--- src/rtl/dp_pkg.sv ---
// Shared types for the edu CPU datapath: transfer commands, ALU ops, branch conditions.
package dp_pkg;

  typedef enum logic [3:0] {
    XC_NOP    = 4'h0,
    XC_MA_PC  = 4'h1,
    XC_MEM_RD = 4'h2,
    XC_IR_MD  = 4'h3,
    XC_MA_MD  = 4'h4,
    XC_A_MD   = 4'h5,
    XC_MA_AP  = 4'h6,
    XC_MA_SP  = 4'h7,
    XC_MD_A   = 4'h8,
    XC_MEM_WR = 4'h9,
    XC_A_R    = 4'hA,
    XC_PC_MD  = 4'hB,
    XC_A_IN   = 4'hC,
    XC_OUT_A  = 4'hD,
    XC_PC_AP  = 4'hE,
    XC_MD_PC  = 4'hF
  } xfer_cmd_e;

  typedef enum logic [2:0] {
    ALU_ADD = 3'd0,
    ALU_SUB = 3'd1,
    ALU_NOT = 3'd2,
    ALU_OR  = 3'd3,
    ALU_AND = 3'd4,
    ALU_XOR = 3'd5,
    ALU_SHR = 3'd6,
    ALU_SHL = 3'd7
  } alu_op_e;

  typedef enum logic [1:0] {
    COND_ALWAYS = 2'd0,
    COND_Z      = 2'd1,
    COND_C      = 2'd2,
    COND_NEVER  = 2'd3
  } cond_e;

  typedef enum logic {
    MEM_IDLE = 1'b0,
    MEM_REQ  = 1'b1
  } mem_state_e;

  localparam int FLG_Z = 0;
  localparam int FLG_C = 1;

  localparam logic [1:0] SP_INC = 2'b01;
  localparam logic [1:0] SP_DEC = 2'b10;

  function automatic logic cond_true(input cond_e cond, input logic [1:0] flags);
    case (cond)
      COND_ALWAYS: return 1'b1;
      COND_Z:      return flags[FLG_Z];
      COND_C:      return flags[FLG_C];
      default:     return 1'b0;
    endcase
  endfunction

endpackage

--- src/rtl/dp_alu.sv ---
// Combinational ALU: ADD/SUB take A or AP as X, every other op works on A; Y is always MD.
module dp_alu
  import dp_pkg::*;
#(
  parameter int DATA_W = 8
) (
  input  alu_op_e           op_i,
  input  logic              sel_ap_i,
  input  logic [DATA_W-1:0] a_i,
  input  logic [DATA_W-1:0] ap_i,
  input  logic [DATA_W-1:0] y_i,
  output logic [DATA_W-1:0] result_o,
  output logic              c_o,
  output logic              z_o
);

  logic [DATA_W-1:0] op_x;
  logic [DATA_W:0]   sum_w;

  // NOTE: every output of a combinational block gets a default first, so no path can infer a latch.
  always_comb begin
    op_x     = (sel_ap_i && (op_i == ALU_ADD || op_i == ALU_SUB)) ? ap_i : a_i;
    sum_w    = '0;
    result_o = '0;
    c_o      = 1'b0;
    unique case (op_i)
      ALU_ADD: begin
        sum_w    = {1'b0, op_x} + {1'b0, y_i};
        result_o = sum_w[DATA_W-1:0];
        c_o      = sum_w[DATA_W];
      end
      // The extra top bit of a widened subtract is the borrow (X < Y).
      ALU_SUB: begin
        sum_w    = {1'b0, op_x} - {1'b0, y_i};
        result_o = sum_w[DATA_W-1:0];
        c_o      = sum_w[DATA_W];
      end
      ALU_NOT: result_o = ~a_i;
      ALU_OR:  result_o = a_i | y_i;
      ALU_AND: result_o = a_i & y_i;
      ALU_XOR: result_o = a_i ^ y_i;
      ALU_SHR: begin
        result_o = a_i >> 1;
        c_o      = a_i[0];
      end
      ALU_SHL: begin
        result_o = a_i << 1;
        c_o      = a_i[DATA_W-1];
      end
    endcase
  end

  assign z_o = (result_o == '0);

endmodule

--- src/rtl/param_data_path.sv ---
// Edu CPU datapath: register file, bounded stack pointer and a req/ack memory port that stalls
// all control inputs while a transaction is in flight.
module param_data_path
  import dp_pkg::*;
#(
  parameter int DATA_W  = 8,
  parameter int ADDR_W  = 8,
  parameter int SP_INIT = 'h7F,
  parameter int SP_MIN  = 'h40,
  parameter int SP_MAX  = 'h7F
) (
  input  logic              i_clk,
  input  logic              i_rstn,
  input  logic [3:0]        i_xfer_cmd,
  input  logic              i_sel_ap,
  input  logic [2:0]        i_alu_op,
  input  logic              i_alu_calc,
  input  logic [1:0]        i_cond,
  input  logic              i_inc_pc,
  input  logic [1:0]        i_sp_op,
  input  logic              i_reset_ir,
  input  logic              i_clr_err,
  input  logic [DATA_W-1:0] i_in,
  input  logic [DATA_W-1:0] i_mem_rdata,
  input  logic              i_mem_ack,
  output logic              o_mem_req,
  output logic              o_mem_we,
  output logic [ADDR_W-1:0] o_mem_addr,
  output logic [DATA_W-1:0] o_mem_wdata,
  output logic              o_busy,
  output logic [DATA_W-1:0] o_ir,
  output logic [DATA_W-1:0] o_out,
  output logic [1:0]        o_flags,
  output logic              o_stack_err
);

  localparam logic [ADDR_W-1:0] SP_INIT_V = ADDR_W'(SP_INIT);
  localparam logic [ADDR_W-1:0] SP_MIN_V  = ADDR_W'(SP_MIN);
  localparam logic [ADDR_W-1:0] SP_MAX_V  = ADDR_W'(SP_MAX);

  mem_state_e        state_q, state_d;
  logic              we_q, we_d;
  logic [ADDR_W-1:0] pc_q, pc_d;
  logic [ADDR_W-1:0] ma_q, ma_d;
  logic [ADDR_W-1:0] sp_q, sp_d;
  logic [DATA_W-1:0] ir_q, ir_d;
  logic [DATA_W-1:0] md_q, md_d;
  logic [DATA_W-1:0] a_q, a_d;
  logic [DATA_W-1:0] ap_q, ap_d;
  logic [DATA_W-1:0] r_q, r_d;
  logic [DATA_W-1:0] in_q, in_d;
  logic [DATA_W-1:0] out_q, out_d;
  logic [1:0]        flags_q, flags_d;
  logic              err_q, err_d;

  logic              busy;
  xfer_cmd_e         cmd;
  logic              cond_ok;
  logic [DATA_W-1:0] alu_res;
  logic              alu_c;
  logic              alu_z;

  assign busy    = (state_q == MEM_REQ);
  // A stalled cycle looks like a NOP to the register file.
  assign cmd     = busy ? XC_NOP : xfer_cmd_e'(i_xfer_cmd);
  assign cond_ok = cond_true(cond_e'(i_cond), flags_q);

  dp_alu #(
    .DATA_W(DATA_W)
  ) u_alu (
    .op_i    (alu_op_e'(i_alu_op)),
    .sel_ap_i(i_sel_ap),
    .a_i     (a_q),
    .ap_i    (ap_q),
    .y_i     (md_q),
    .result_o(alu_res),
    .c_o     (alu_c),
    .z_o     (alu_z)
  );

  always_comb begin
    state_d = state_q;
    we_d    = we_q;
    pc_d    = pc_q;
    ma_d    = ma_q;
    sp_d    = sp_q;
    ir_d    = ir_q;
    md_d    = md_q;
    a_d     = a_q;
    ap_d    = ap_q;
    r_d     = r_q;
    in_d    = i_in;
    out_d   = out_q;
    flags_d = flags_q;
    err_d   = err_q;

    unique case (state_q)
      MEM_IDLE: begin
        if (cmd == XC_MEM_RD || cmd == XC_MEM_WR) begin
          state_d = MEM_REQ;
          we_d    = (cmd == XC_MEM_WR);
        end
      end
      MEM_REQ: begin
        if (i_mem_ack) begin
          state_d = MEM_IDLE;
          if (!we_q) md_d = i_mem_rdata;
        end
      end
    endcase

    // Increment first so a PC load from the command below overrides it.
    if (!busy && i_inc_pc) pc_d = pc_q + ADDR_W'(1);

    unique case (cmd)
      XC_NOP, XC_MEM_RD, XC_MEM_WR: ;
      XC_MA_PC: ma_d = pc_q;
      XC_IR_MD: ir_d = md_q;
      XC_MA_MD: ma_d = ADDR_W'(md_q);
      XC_A_MD: begin
        if (i_sel_ap) ap_d = md_q;
        else          a_d  = md_q;
      end
      XC_MA_AP: ma_d = ADDR_W'(ap_q);
      XC_MA_SP: ma_d = sp_q;
      XC_MD_A:  md_d = i_sel_ap ? ap_q : a_q;
      XC_A_R: begin
        if (i_sel_ap) ap_d = r_q;
        else          a_d  = r_q;
      end
      XC_PC_MD: if (cond_ok) pc_d = ADDR_W'(md_q);
      XC_A_IN:  a_d   = in_q;
      XC_OUT_A: out_d = a_q;
      XC_PC_AP: pc_d  = ADDR_W'(ap_q);
      XC_MD_PC: md_d  = DATA_W'(pc_q);
    endcase

    if (!busy && i_reset_ir) ir_d = '0;

    if (!busy && i_alu_calc) begin
      r_d            = alu_res;
      flags_d[FLG_C] = alu_c;
      flags_d[FLG_Z] = alu_z;
    end

    // Clear before the bound checks so a same-cycle new error wins.
    if (i_clr_err) err_d = 1'b0;
    if (!busy) begin
      case (i_sp_op)
        SP_INC: begin
          if (sp_q == SP_MAX_V) err_d = 1'b1;
          else                  sp_d  = sp_q + ADDR_W'(1);
        end
        SP_DEC: begin
          if (sp_q == SP_MIN_V) err_d = 1'b1;
          else                  sp_d  = sp_q - ADDR_W'(1);
        end
        default: ;
      endcase
    end
  end

  // NOTE: sequential state uses non-blocking assignments so every register samples pre-edge values.
  always_ff @(posedge i_clk or negedge i_rstn) begin
    if (!i_rstn) begin
      state_q <= MEM_IDLE;
      we_q    <= 1'b0;
      pc_q    <= '0;
      ma_q    <= '0;
      sp_q    <= SP_INIT_V;
      ir_q    <= '0;
      md_q    <= '0;
      a_q     <= '0;
      ap_q    <= '0;
      r_q     <= '0;
      in_q    <= '0;
      out_q   <= '0;
      flags_q <= '0;
      err_q   <= 1'b0;
    end else begin
      state_q <= state_d;
      we_q    <= we_d;
      pc_q    <= pc_d;
      ma_q    <= ma_d;
      sp_q    <= sp_d;
      ir_q    <= ir_d;
      md_q    <= md_d;
      a_q     <= a_d;
      ap_q    <= ap_d;
      r_q     <= r_d;
      in_q    <= in_d;
      out_q   <= out_d;
      flags_q <= flags_d;
      err_q   <= err_d;
    end
  end

  assign o_busy      = busy;
  assign o_mem_req   = busy;
  assign o_mem_we    = busy & we_q;
  assign o_mem_addr  = ma_q;
  assign o_mem_wdata = busy ? md_q : '0;
  assign o_ir        = ir_q;
  assign o_out       = out_q;
  assign o_flags     = flags_q;
  assign o_stack_err = err_q;

endmodule

--- config.mk ---
export PLATFORM = sky130hd
export DESIGN_NAME = param_data_path
export DESIGN_NICKNAME = d
export VERILOG_FILES = /design/src/rtl/dp_pkg.sv /design/src/rtl/dp_alu.sv /design/src/rtl/param_data_path.sv
export SDC_FILE = /design/constraint.sdc
export NUM_CORES = 1
export LEC_CHECK = 0
export BUFFER_PORTS_ARGS = -buffer_cell sky130_fd_sc_hd__buf_2
export CAP_MARGIN = 0
export CORE_ASPECT_RATIO = 1.5
export CORE_MARGIN = 2
export CORE_UTILIZATION = 59
export DETAILED_ROUTE_END_ITERATION = 16
export HOLD_SLACK_MARGIN = 0.05
export PLACE_DENSITY_LB_ADDON = 0.05
export SKIP_LAST_GASP = 1
export SLEW_MARGIN = 20
export SYNTH_ARGS = -nofsm -noshare
export SYNTH_HDL_FRONTEND = slang
export SYNTH_SLANG_ARGS = --single-unit
--- constraint.sdc ---
create_clock -name i_clk -period 3.2 [get_ports i_clk]
set_clock_uncertainty 0.15 [all_clocks]
set_input_delay 0.8 -clock i_clk [delete_from_list [all_inputs] [get_ports i_clk]]
set_output_delay 0.8 -clock i_clk [all_outputs]
set_load 0.01 [all_outputs]
==> impl_metrics.json <==
{
  "switching_share_pct": 43.5,
  "path_buf_inv": 3,
  "row_count": 45,
  "synth.most_common_cell": "nor2_1",
  "cts_tree": "built",
  "endpoint_kind": "flop",
  "dr.first_iter.drc_count": 639,
  "synth_top_area_share_pct": 32.5,
  "outcome": "finished clean",
  "power_frac_seq_pct": 31.8,
  "antenna_found_initial": 0,
  "synthCells": 697,
  "period_share_pct": 99.6,
  "grt_max_degree": 83,
  "gp_congestion": 0.968,
  "cts_max_path_buffers": 2,
  "cts_sinks": 85,
  "hp-class": "in2async",
  "start_kind": "input pin",
  "crit_arrival_ns": 3.32,
  "vias": 5987,
  "cp_slowest_cell": "mux2_4",
  "die_area_um2": 11000,
  "pwr-share-clk_pct": 17.2,
  "core-area_um2": 10000,
  "crit_top_cell": "ha_4",
  "setup-violations-final": 0,
  "dr.pass1.iters": 6,
  "netlist_area_um2": 6010,
  "cp_data_required_time_ns": 3.34,
  "slew_headroom_pct": 48.3,
  "switchingPower_uw": 2700,
  "crit_fanout": 8,
  "postCtsHoldBufs": 0,
  "drive_gt1_share_pct": 27.6,
  "fin_tns_setup_ns": 0,
  "hold_viol_final": 0,
  "pwr-share-comb_pct": 51.0,
  "ir_drop_v": 0.000487,
  "fmax_mhz": 314,
  "wl_mm": 20.0,
  "worst_pin_slew_ns": 0.770,
  "via_per_inst": 6.38,
  "ant_nets": 0,
  "io_buffers": 72,
  "critPathTopFamily": "compound AO/OA/AOI/OAI gates",
  "yosysSeqAreaShare_pct": 35.6,
  "syn_nets": 781,
  "grt_pass1_vias": 6021,
  "dp_hpwl_mm": 14.9,
  "synth_edf_count": 0,
  "ys_ff_latch": 85,
  "maxCapViolations": 0,
  "numCtsBuffers": 9,
  "crit_chain": "buf_6, inv_4, ha_4, nand2_8, buf_4, mux2_4, ha_4, nor2_4, o211a_1, nor3_2, a221o_1, a21o_1, nor4bb_4, a32o_2",
  "wl_per_cell_um": 21.3,
  "fin_nets": 901,
  "ys_warn_count": 0,
  "synth_area_per_cell_um2": 8.62,
  "clkLatencyLatePin_ns": 0.35,
  "chipWidth_um": 86.4,
  "setup_ws_ns": 0.0139,
  "start_util_pct": 59.9,
  "slowest_delay_ns": 0.31,
  "placedCellCount": 915,
  "worstSetupPathType": "in2reg",
  "grt_pass1_wl_mm": 31.5,
  "overflow": 0,
  "diodes": 0,
  "cts_max_level": 3,
  "final_core_util_pct": 74.4,
  "async_reset_ff_share_pct": 100,
  "internal-power_uw": 3510,
  "cts-root-buf": "clkbuf_16",
  "synth_ff_type": "dfrtp_1",
  "reg2reg_slack_ns": 0.40,
  "drc": 0,
  "synthDistinctLibCells": 63,
  "synthToLayoutAreaGrowth_pct": 24.1,
  "finalMaxSlewViolations": 0,
  "ios": 73,
  "post-place-ws_ns": -0.443,
  "grtUsageTotal_pct": 37.4,
  "synth_top_cell_by_area": "dfrtp_1",
  "yosys-top-cells-count": "nor2_1, dfrtp_1, nand2_1, a21oi_1, o21ai_0",
  "die_h_um": 128,
  "period_minus_slack_ns": 3.19,
  "p_leak_uw": 0.00347,
  "synth_area_leaders": "dfrtp_1, ha_1, a21oi_1",
  "stdcell_count": 939,
  "powerDensity_nw_per_um2": 832,
  "rsz0062_at_grt": "true",
  "clkTransAtPathRegs_ns": 0.07
}
## layout by cell type (no fill, tap or decap), drive strengths merged, types with 6 or more instances in the layout
cell type | netlist | final
a221o | 6 | 6
clkbuf | 21 | 9
nand3 | 7 | 7
ha | 46 | 46
inv | 35 | 39
dfstp | 7 | 7
a21oi | 69 | 69
o221ai | 8 | 8
mux2i | 11 | 11
nor3 | 12 | 12
nor2 | 86 | 86
nand2 | 72 | 72
and2 | 12 | 12
dfrtp | 78 | 78
nand2b | 10 | 10
o21ai | 58 | 58
nor2b | 16 | 16
nor4 | 6 | 6
buf | 10 | 140
xnor2 | 11 | 11
mux2 | 25 | 25
a22oi | 9 | 9
xor2 | 7 | 7
a221oi | 15 | 15
## worst reg2reg max path: cells and delay by family (launching register included)
family          cells  cell delay (ns)
flops               1             0.47
fa+ha+maj           1             0.23
compound gates      5             1.10
simple gates        2             0.45
mux                 1             0.34
## sequential cells by signal, indices dropped and copies added (netlist names), 2 cells and up
register,flops
a_q,8
ap_q,8
in_q,8
md_q,8
o_flags,2
o_ir,8
o_mem_addr,8
o_out,8
pc_q,8
r_q,8
sp_q,8
## what timing repair did
item / 4_1_cts / 5_1_grt
gates cloned: 0 / 0
endpoints found under the setup margin: 1 / 4
pin swaps: 4 / 15
setup buffers: 4 / 4
gates resized for setup: 6 / 21
## worst paths after layout
path                             start    endpoint  depth (start not counted)
max                        i_alu_op[1]  o_flags[0]                         14
max reg2reg                     a_q[1]  o_flags[0]                          9
min                             i_rstn     o_ir[1]                          1
max in group asynchronous       i_rstn     sp_q[0]                          2
min reg2reg                     r_q[7]      r_q[7]                          2
min in group i_clk              r_q[7]      r_q[7]                          2
## kinds of logic after synthesis
logic type | count (synthesis) | share of synthesized area [%]
flops | 85 | 35.6
mux | 37 | 6.90
simple gates | 238 | 18.4
xor+xnor | 18 | 2.62
buf+inv | 66 | 4.60
fa+ha+maj | 49 | 10.6
compound gates | 204 | 21.4
## through the flow
step                      hold WS (ns)  instance area, um^2  power, uW
after global placement           0.317                 6980       4740
after CTS                        0.339                 7330       5970
after detailed placement         0.322                 6980       4840
final                            0.320                 7460       6200
after global routing             0.368                 7460       6580
after floorplan                  0.287                 6220       3720
## routing by layer
metal	wire length [um]	up-vias	global-route usage, %
met2	9910	333	64.1
li1	-	2724	-
met4	1510	0	22.2
met5	0	-	0
met1	7290	2822	44.1
met3	1280	108	4.91
## power groups by stage
stage	Clock, uW	Sequential, uW	Combinational, uW
final	1060	1970	3160
after detailed placement	0	1960	2880
after CTS	1070	1950	2950
after floorplan	0	1860	1860
after global routing	1110	2010	3460
after global placement	0	1950	2780
## area by class of cell
| type | instances | area (um^2) |
|---|---|---|
| clock buffers | 9 | 225 |
| clock inverters | 7 | 76.3 |
| fillers | 806 | 2570 |
| inverters | 35 | 141 |
| multi-input cells | 546 | 3830 |
| flip-flops and latches | 85 | 2140 |
| well taps | 117 | 146 |
| repair buffers | 140 | 901 |
No activity file was read; power rests on OpenSTA's default activity.
